File: src/rtl/hazard_stall_ctrl.sv
// hazard_stall_ctrl: ID/EX sequencing - load-use stall, redirect squash, MUL/DIV occupancy FSM
// Ports: clk, rst_n (async active-low); ID read ports (id_rf_re*, id_rf_p*_addr);
//   EX info (ex_dm_re, ex_rf_we, ex_rf_dst_addr, ex_mul_div, ex_redirect);
//   front-end controls (pc_hold, if_id_hold, if_id_flush, id_ex_stall, ex_mem_bubble);
//   MUL/DIV strobes (md_start, md_busy, md_wb_valid).
module hazard_stall_ctrl #(
  parameter int MD_LAT = 4,
  localparam int CNT_W = $clog2(MD_LAT)
) (
  input  logic       clk,
  input  logic       rst_n,
  input  logic       id_rf_re0,
  input  logic       id_rf_re1,
  input  logic [4:0] id_rf_p0_addr,
  input  logic [4:0] id_rf_p1_addr,
  input  logic       ex_dm_re,
  input  logic       ex_rf_we,
  input  logic [4:0] ex_rf_dst_addr,
  input  logic       ex_mul_div,
  input  logic       ex_redirect,
  output logic       pc_hold,
  output logic       if_id_hold,
  output logic       if_id_flush,
  output logic       id_ex_stall,
  output logic       ex_mem_bubble,
  output logic       md_start,
  output logic       md_busy,
  output logic       md_wb_valid
);
  typedef enum logic [1:0] {IDLE, BUSY, DONE} state_t;
  localparam logic [CNT_W-1:0] LAST = CNT_W'(MD_LAT - 1);
  state_t state, state_nxt;
  logic [CNT_W-1:0] md_cnt, cnt_nxt;
  logic issue, busy, redir, load_use, hazard;
  always_ff @(posedge clk or negedge rst_n) begin
    if (!rst_n) begin
      state   <= IDLE;
      md_cnt  <= '0;
      md_busy <= 1'b0;
    end else begin
      state   <= state_nxt;
      md_cnt  <= cnt_nxt;
      md_busy <= state_nxt != IDLE;
    end
  end
  always_comb begin
    state_nxt = state;
    cnt_nxt   = md_cnt;
    case (state)
      IDLE: begin
        state_nxt = ex_mul_div ? BUSY : IDLE;
        cnt_nxt   = ex_mul_div ? CNT_W'(1) : md_cnt;
      end
      BUSY: begin
        state_nxt = md_cnt == LAST ? DONE : BUSY;
        cnt_nxt   = md_cnt == LAST ? '0 : md_cnt + CNT_W'(1);
      end
      DONE:    state_nxt = IDLE;
      default: state_nxt = IDLE;
    endcase
  end
  assign hazard = ex_dm_re && ex_rf_we && ex_rf_dst_addr != 5'd0 &&
                  ((id_rf_re0 && id_rf_p0_addr == ex_rf_dst_addr) ||
                   (id_rf_re1 && id_rf_p1_addr == ex_rf_dst_addr));
  // Priority: MUL/DIV issue/occupancy, then redirect (ID instr is wrong-path), then load-use.
  always_comb begin
    issue         = rst_n && state == IDLE && ex_mul_div;
    busy          = rst_n && state == BUSY;
    redir         = rst_n && !issue && !busy && ex_redirect;
    load_use      = rst_n && !issue && !busy && !redir && hazard;
    pc_hold       = issue || busy || load_use;
    if_id_hold    = issue || busy || load_use;
    if_id_flush   = redir;
    id_ex_stall   = issue || busy || redir || load_use;
    ex_mem_bubble = issue;
    md_start      = issue;
    md_wb_valid   = rst_n && state == DONE;
  end
endmodule

File: config.mk
export PLATFORM = sky130hd
export DESIGN_NAME = hazard_stall_ctrl
export DESIGN_NICKNAME = d
export VERILOG_FILES = /design/src/rtl/hazard_stall_ctrl.sv
export SDC_FILE = /design/constraint.sdc
export NUM_CORES = 1
export LEC_CHECK = 0
export ABC_AREA = 1
export CORE_AREA = 2 2 39 41
export DETAILED_ROUTE_END_ITERATION = 10
export DIE_AREA = 0 0 41 43
export DONT_BUFFER_PORTS = 1
export GPL_ROUTABILITY_DRIVEN = 1
export GPL_TIMING_DRIVEN = 0
export PLACE_DENSITY_LB_ADDON = 0.25
export SYNTH_ARGS = -nofsm -noshare
export SYNTH_HDL_FRONTEND = slang
export SYNTH_SLANG_ARGS = --single-unit
File: constraint.sdc
create_clock -name clk -period 2.4 [get_ports clk]
set_input_delay 0.24 -clock clk [delete_from_list [all_inputs] [get_ports clk]]
set_output_delay 0.24 -clock clk [all_outputs]
set_load 0.05 [all_outputs]
==> results of run 1 <==
-- Yosys cell counts --
cell	n	area, um2
a21oi_1	2	10.01
o21ai_0	2	10.01
ha_1	1	12.51
nand2_2	1	6.260
nor3_2	1	10.01
dfrtp_1	5	125.1
inv_1	20	75.07
a32o_1	1	10.01
nand3_1	4	20.02
nor3_1	1	5.000
nand2_1	36	135.1
nor2_1	13	48.80
buf_4	2	15.01
o21ai_2	1	8.760
-- power breakdown --
part | internal, uW | leakage (uW) | switching, uW | total [uW]
clock | 62.6 | 0.0000150 | 30.8 | 93.4
sequential | 125 | 0.0000595 | 58.9 | 184
combinational | 73.3 | 0.000272 | 177 | 250
total | 261 | 0.000346 | 267 | 527
-- what timing repair did --
| item | 4_1_cts | 5_1_grt |
|---|---|---|
| endpoints found under the hold margin | 5 | 0 |
| hold buffers | 1 | 0 |
| resized for setup | 0 | 0 |
| setup buffers | 0 | 0 |
-- state kept, by name, summed over array words and instances, names as in the netlist --
register and flops:
md_busy 1, md_cnt 2, state 2
-- per-stage QoR --
stage | worst slack (ps) | power [uW] | util, %
after CTS | 237.5 | 535.9 | 39.60
final | 272.3 | 527.4 | 39.60
after detailed placement | 498.3 | 436.6 | 36.98
after floorplan | 596.6 | 402.6 | -
after global placement | 512.7 | 430.1 | 36.98
after global routing | 122.9 | 573.8 | 39.60
-- logic make-up (layout without fill, tap and decap cells) --
group,Yosys count,in the layout,share of synthesized area [%]
AO/OA/AOI/OAI,6,6,7.889
adder cells (fa/ha/maj),1,1,2.544
buffers and inverters,22,27,18.32
flip-flops,5,5,25.45
AND/OR/NAND/NOR,56,56,45.80
-- routing by layer --
metal	up-vias	part of all wire (%)	track usage, %	wire (um)
met2	17	53	25.00	542
met3	0	9.1	4.712	93
met1	213	37	13.07	381
met4	0	0	6.000	0
met5	-	0	0	0
li1	273	-	-	-
-- how the worst max path moves through the flow --
stage / cells after the start / slack (ps) / to / start
after floorplan: 4 / 600 / md_start / state[0]$_DFF_PN0_
final: 4 / 270 / md_start / state[0]$_DFF_PN0_
after CTS: 4 / 240 / md_start / state[0]$_DFF_PN0_
after global placement: 4 / 510 / md_start / state[0]$_DFF_PN0_
after global routing: 6 / 120 / pc_hold / state[0]$_DFF_PN0_
after detailed placement: 4 / 500 / md_start / state[0]$_DFF_PN0_
-- layout make-up --
type	count	area, um2
timing repair buffer	1	10.01
multi-input combinational	63	276.5
buffer	2	15.01
tap	16	20.02
inverter	20	75.07
sequential	5	125.1
clock buffer	4	26.28
fill	164	835.8
==> flow_summary.ini, run 1 <==
[placed_design]
dp.cells = 106
postPlaceCellArea_um2 = 511.7
hpwl_um = 916.7
place.gp.congestion = 0.6935
port_buffers = 0

[timing]
timing.fmax_ghz = 0.4700
slew_violations = 0
slew_headroom_pct = 4.847
tightest_slew_ps = 1416
rsz0062_at_grt = no
period_needed_ps = 2128
setup_viol = 0
report.final.hold_viol_count = 0
finClkSkew_ps = 2.367
fin_hold_ws_ps = 166.9
finalSetupTns_ps = 0
post-route-period-util_pct = 88.66

[final_layout]
nNetsFinal = 120
syn_to_final_growth_pct = 11.45
fin_cells = 111
drive_gt1_share_pct = 8.421
antennaDiodeCount = 0
layout_commonest_cell = nand2_1
stdcell_area_um2 = 548.0
final_cell_mix = 36 x nand2_1, 20 x inv_1, 13 x nor2_1

[global_route]
grt_max_degree = 6
grt_use_total_pct = 13.93
grt_pass1_wl_um = 1683
antenna_found_initial = 0
first_global_vias = 477
grt-ovfl-total = 0

[power_and_ir_drop]
peakVddDrop_v = 0.0004855
p_per_area_nw_per_um2 = 962.4
leakagePower_uw = 0.0003461

[critical_path]
r2r_setup_slack_ps = 1360
worst_ep_required_time_ps = 2160
crit_type = reg2out
arrival_ps = 1890
reg2reg_from = md_cnt[0]$_DFFE_PN0P_
cp_slowest_cell = nor2_1
crit_top_cell = nor2_1
worst-path-buf-inv = 1
rr_endpoint = md_cnt[1]$_DFFE_PN0P_
end_kind = output pin
cp_max_fo = 5
crit_path_start_kind = flop
cp_top_family = simple AND/OR/NAND/NOR gates
cp_slowest_stage_delay_ps = 720
rr_worst_depth = 2
crit_chain = nor2_1, nand2_1, nor2_1, buf_4

[route]
dr.pass1.iters = 4
ant_nets = 0
dr.first_iter.drc_count = 7
via_per_inst = 4.532
drcViolationCount = 0
finalWirelength_um = 1017
post_drt_wl_per_cell_um = 9.162
dr_total_vias = 503

[clock_network]
cts_tree = built
numClockSinks = 5
cts_buffer_depth = 2
root_buffer = clkbuf_4
cts_buffers = 3
clk_pin_slew_ps = 40
clk_latency_ps = 230
htreeDepth = 1

[die]
core_area_um2 = 1384
die_area_um2 = 1763
rows = 14
die_width_um = 41
initial_utilization_pct = 35.53
ios = 31
die_height_um = 43

[logic_synthesis]
syn_inst = 90
syn_avg_cell_area_um2 = 5.464
netlist_area_um2 = 491.7
syn_nets = 114
ys_warn_count = 0
seq_area_frac_synth_pct = 25.45
synth_seq_cells = 5
synth_cell_type_count = 14

[worst_hold_path]
min_path_type = in2reg
hold_end = state[0]$_DFF_PN0_
hold-path-cell-count = 2
hp-start = ex_mul_div

[flow_run]
maxCapViolCount = 0

[outcome]
status = complete, no violations
(Power assumes the default switching activity.)
==> inputs of run 2 (changes only) <==
--- a/config.mk
+++ b/config.mk
@@ -6,6 +6,8 @@
 export NUM_CORES = 1
 export LEC_CHECK = 0
 export ABC_AREA = 1
+export CELL_PAD_IN_SITES_DETAIL_PLACEMENT = 0
+export CELL_PAD_IN_SITES_GLOBAL_PLACEMENT = 1
 export CORE_AREA = 2 2 39 41
 export DETAILED_ROUTE_END_ITERATION = 10
 export DIE_AREA = 0 0 41 43
==> run 2 against run 1 <==
Routed wire length is 5.1% higher. Critical path depth is 2 higher. Clock-buffer cell count stayed put. First-iteration DRC count is 14% higher. Worst setup slack better by 15 ps. Register-to-register slack hardly changed.
==> flow_summary.ini, run 2 (synthesized netlist as in run 1, its figures left out) <==
[die]
rows = 14
die_height_um = 43
die_width_um = 41
ios = 31
initial_utilization_pct = 35.53
die_area_um2 = 1763
core_area_um2 = 1384

[clock_network]
htreeDepth = 1
clk_latency_ps = 240
cts_buffer_depth = 2
post_cts_buffers = 0
cts_buffers = 3
root_buffer = clkbuf_4
clk_pin_slew_ps = 40
numClockSinks = 5
post_cts_resized = 0
cts_tree = built

[timing]
tightest_slew_ps = 1445
slew_headroom_pct = 2.922
fin_ws_ps = 287.0
finalSetupTns_ps = 0
period_needed_ps = 2113
report.final.hold_viol_count = 0
post-route-period-util_pct = 88.04
finClkSkew_ps = 0.1790
slew_violations = 0
timing.fmax_ghz = 0.4733
rsz0062_at_grt = no
fin_hold_ws_ps = 166.4
setup_viol = 0

[critical_path]
reg2reg_from = md_cnt[0]$_DFFE_PN0P_
cp_slowest_stage_delay_ps = 420
rr_worst_depth = 2
startpoint = state[0]$_DFF_PN0_
crit_chain = o21ai_2, nand2_2, nor3_2, nand2_1, nand2_1, buf_4
cp-endpoint = pc_hold
arrival_ps = 1870
cp_max_fo = 5
crit_path_start_kind = flop
rr_endpoint = md_cnt[1]$_DFFE_PN0P_
worst_ep_required_time_ps = 2160
crit_top_cell = nand2_1
r2r_setup_slack_ps = 1370
end_kind = output pin
cp_slowest_cell = dfrtp_1
crit_type = reg2out

[power_and_ir_drop]
swShare_pct = 50.85
peakVddDrop_v = 0.0004657
leakagePower_uw = 0.0003461
intPower_uw = 260.3
p_clk_share_pct = 18.4
switchingPower_uw = 269.4
combinationalPowerShare_pct = 46.9
p_per_area_nw_per_um2 = 966.5
power_frac_seq_pct = 34.7

[placed_design]
postPlaceCellArea_um2 = 511.7
place.gp.congestion = 0.6337
dp_worst_setup_slack_ps = 533.3
port_buffers = 0
hpwl_um = 867.5

[global_route]
first_global_vias = 483
grt_max_degree = 6
grt_pass1_wl_um = 1745
antenna_found_initial = 0
grt-ovfl-total = 0
grt_use_total_pct = 15.17

[final_layout]
final_util_pct = 39.60
layout_commonest_cell = nand2_1
reg_top3 = md_cnt: 2 flops, state: 2 flops, md_busy: 1 flops
antennaDiodeCount = 0
final_cell_mix = 36 x nand2_1, 20 x inv_1, 13 x nor2_1
drive_gt1_share_pct = 8.421
syn_to_final_growth_pct = 11.45
nNetsFinal = 120
stdcell_area_um2 = 548.0

[route]
post_drt_wl_per_cell_um = 9.631
ant_nets = 0
dr.pass1.iters = 3
dr.first_iter.drc_count = 8
dr_total_vias = 505
drcViolationCount = 0
via_per_inst = 4.550
finalWirelength_um = 1069

[outcome]
status = complete, no violations

[worst_hold_path]
hold-path-cell-count = 2
min_path_type = in2reg

[flow_run]
maxCapViolCount = 0
## run 2: final cells by class
class,instances,area [um2]
timing repair buffer,1,10.01
clock buffer,4,26.28
multi-input combinational,63,276.5
fill,178,835.8
buffer,2,15.01
tap,16,20.02
inverter,20,75.07
sequential,5,125.1
## run 2: how the worst min path moves through the flow
stage	start	endpoint	slack [ps]
after global placement	rst_n	md_busy$_DFF_PN0_	-60
after floorplan	rst_n	md_busy$_DFF_PN0_	-60
after detailed placement	rst_n	md_busy$_DFF_PN0_	-60
final	ex_mul_div	state[0]$_DFF_PN0_	170
after global routing	ex_mul_div	state[0]$_DFF_PN0_	200
after CTS	ex_mul_div	state[0]$_DFF_PN0_	160
## run 2: critical path: cells and delay by family, from the launching register on
family / cells / cell delay [ps]
AO/OA/AOI/OAI: 1 / 230
buffers and inverters: 1 / 290
flip-flops: 1 / 420
AND/OR/NAND/NOR: 4 / 680
## run 2: what timing repair did
item | CTS | global route
endpoints found under the hold margin | 5 | 0
hold buffers | 1 | 0
setup endpoints to repair | 0 | 0
## run 2: through the flow
| stage | power (uW) | cells |
|---|---|---|
| after detailed placement | 431.3 | 106 |
| final | 529.7 | 111 |
| after floorplan | 402.6 | 90 |
| after global placement | 430.5 | 106 |
| after CTS | 541.0 | 111 |
| after global routing | 579.4 | 111 |
## run 2: routing by layer
metal | GRT usage, % | routed length (um) | share of wire [%] | up-vias
li1 | - | - | - | 273
met1 | 12.83 | 354 | 33 | 215
met2 | 26.25 | 605 | 57 | 13
met3 | 4.712 | 77 | 7.2 | 4
met4 | 12.00 | 31 | 2.9 | 0
met5 | 0 | 0 | 0 | -
## run 2: power by group through the flow
stage	clock [uW]	combinational, uW	sequential [uW]
3_5_place_dp	0	248	183
5_1_grt	109	279	191
6_report	97.6	248	184
2_1_floorplan	0	225	177
4_1_cts	104	253	184
3_3_place_gp	0	248	183
==> inputs of run 3 (changes only) <==
--- a/config.mk
+++ b/config.mk
@@ -12,8 +12,9 @@
 export DETAILED_ROUTE_END_ITERATION = 10
 export DIE_AREA = 0 0 41 43
 export DONT_BUFFER_PORTS = 1
-export GPL_ROUTABILITY_DRIVEN = 1
+export GPL_ROUTABILITY_DRIVEN = 0
 export GPL_TIMING_DRIVEN = 0
+export HOLD_SLACK_MARGIN = 0.06
 export PLACE_DENSITY_LB_ADDON = 0.25
 export SYNTH_ARGS = -nofsm -noshare
 export SYNTH_HDL_FRONTEND = slang
==> results of run 3 <==
The final DEF is identical to that of run 2; final timing and power are the same.
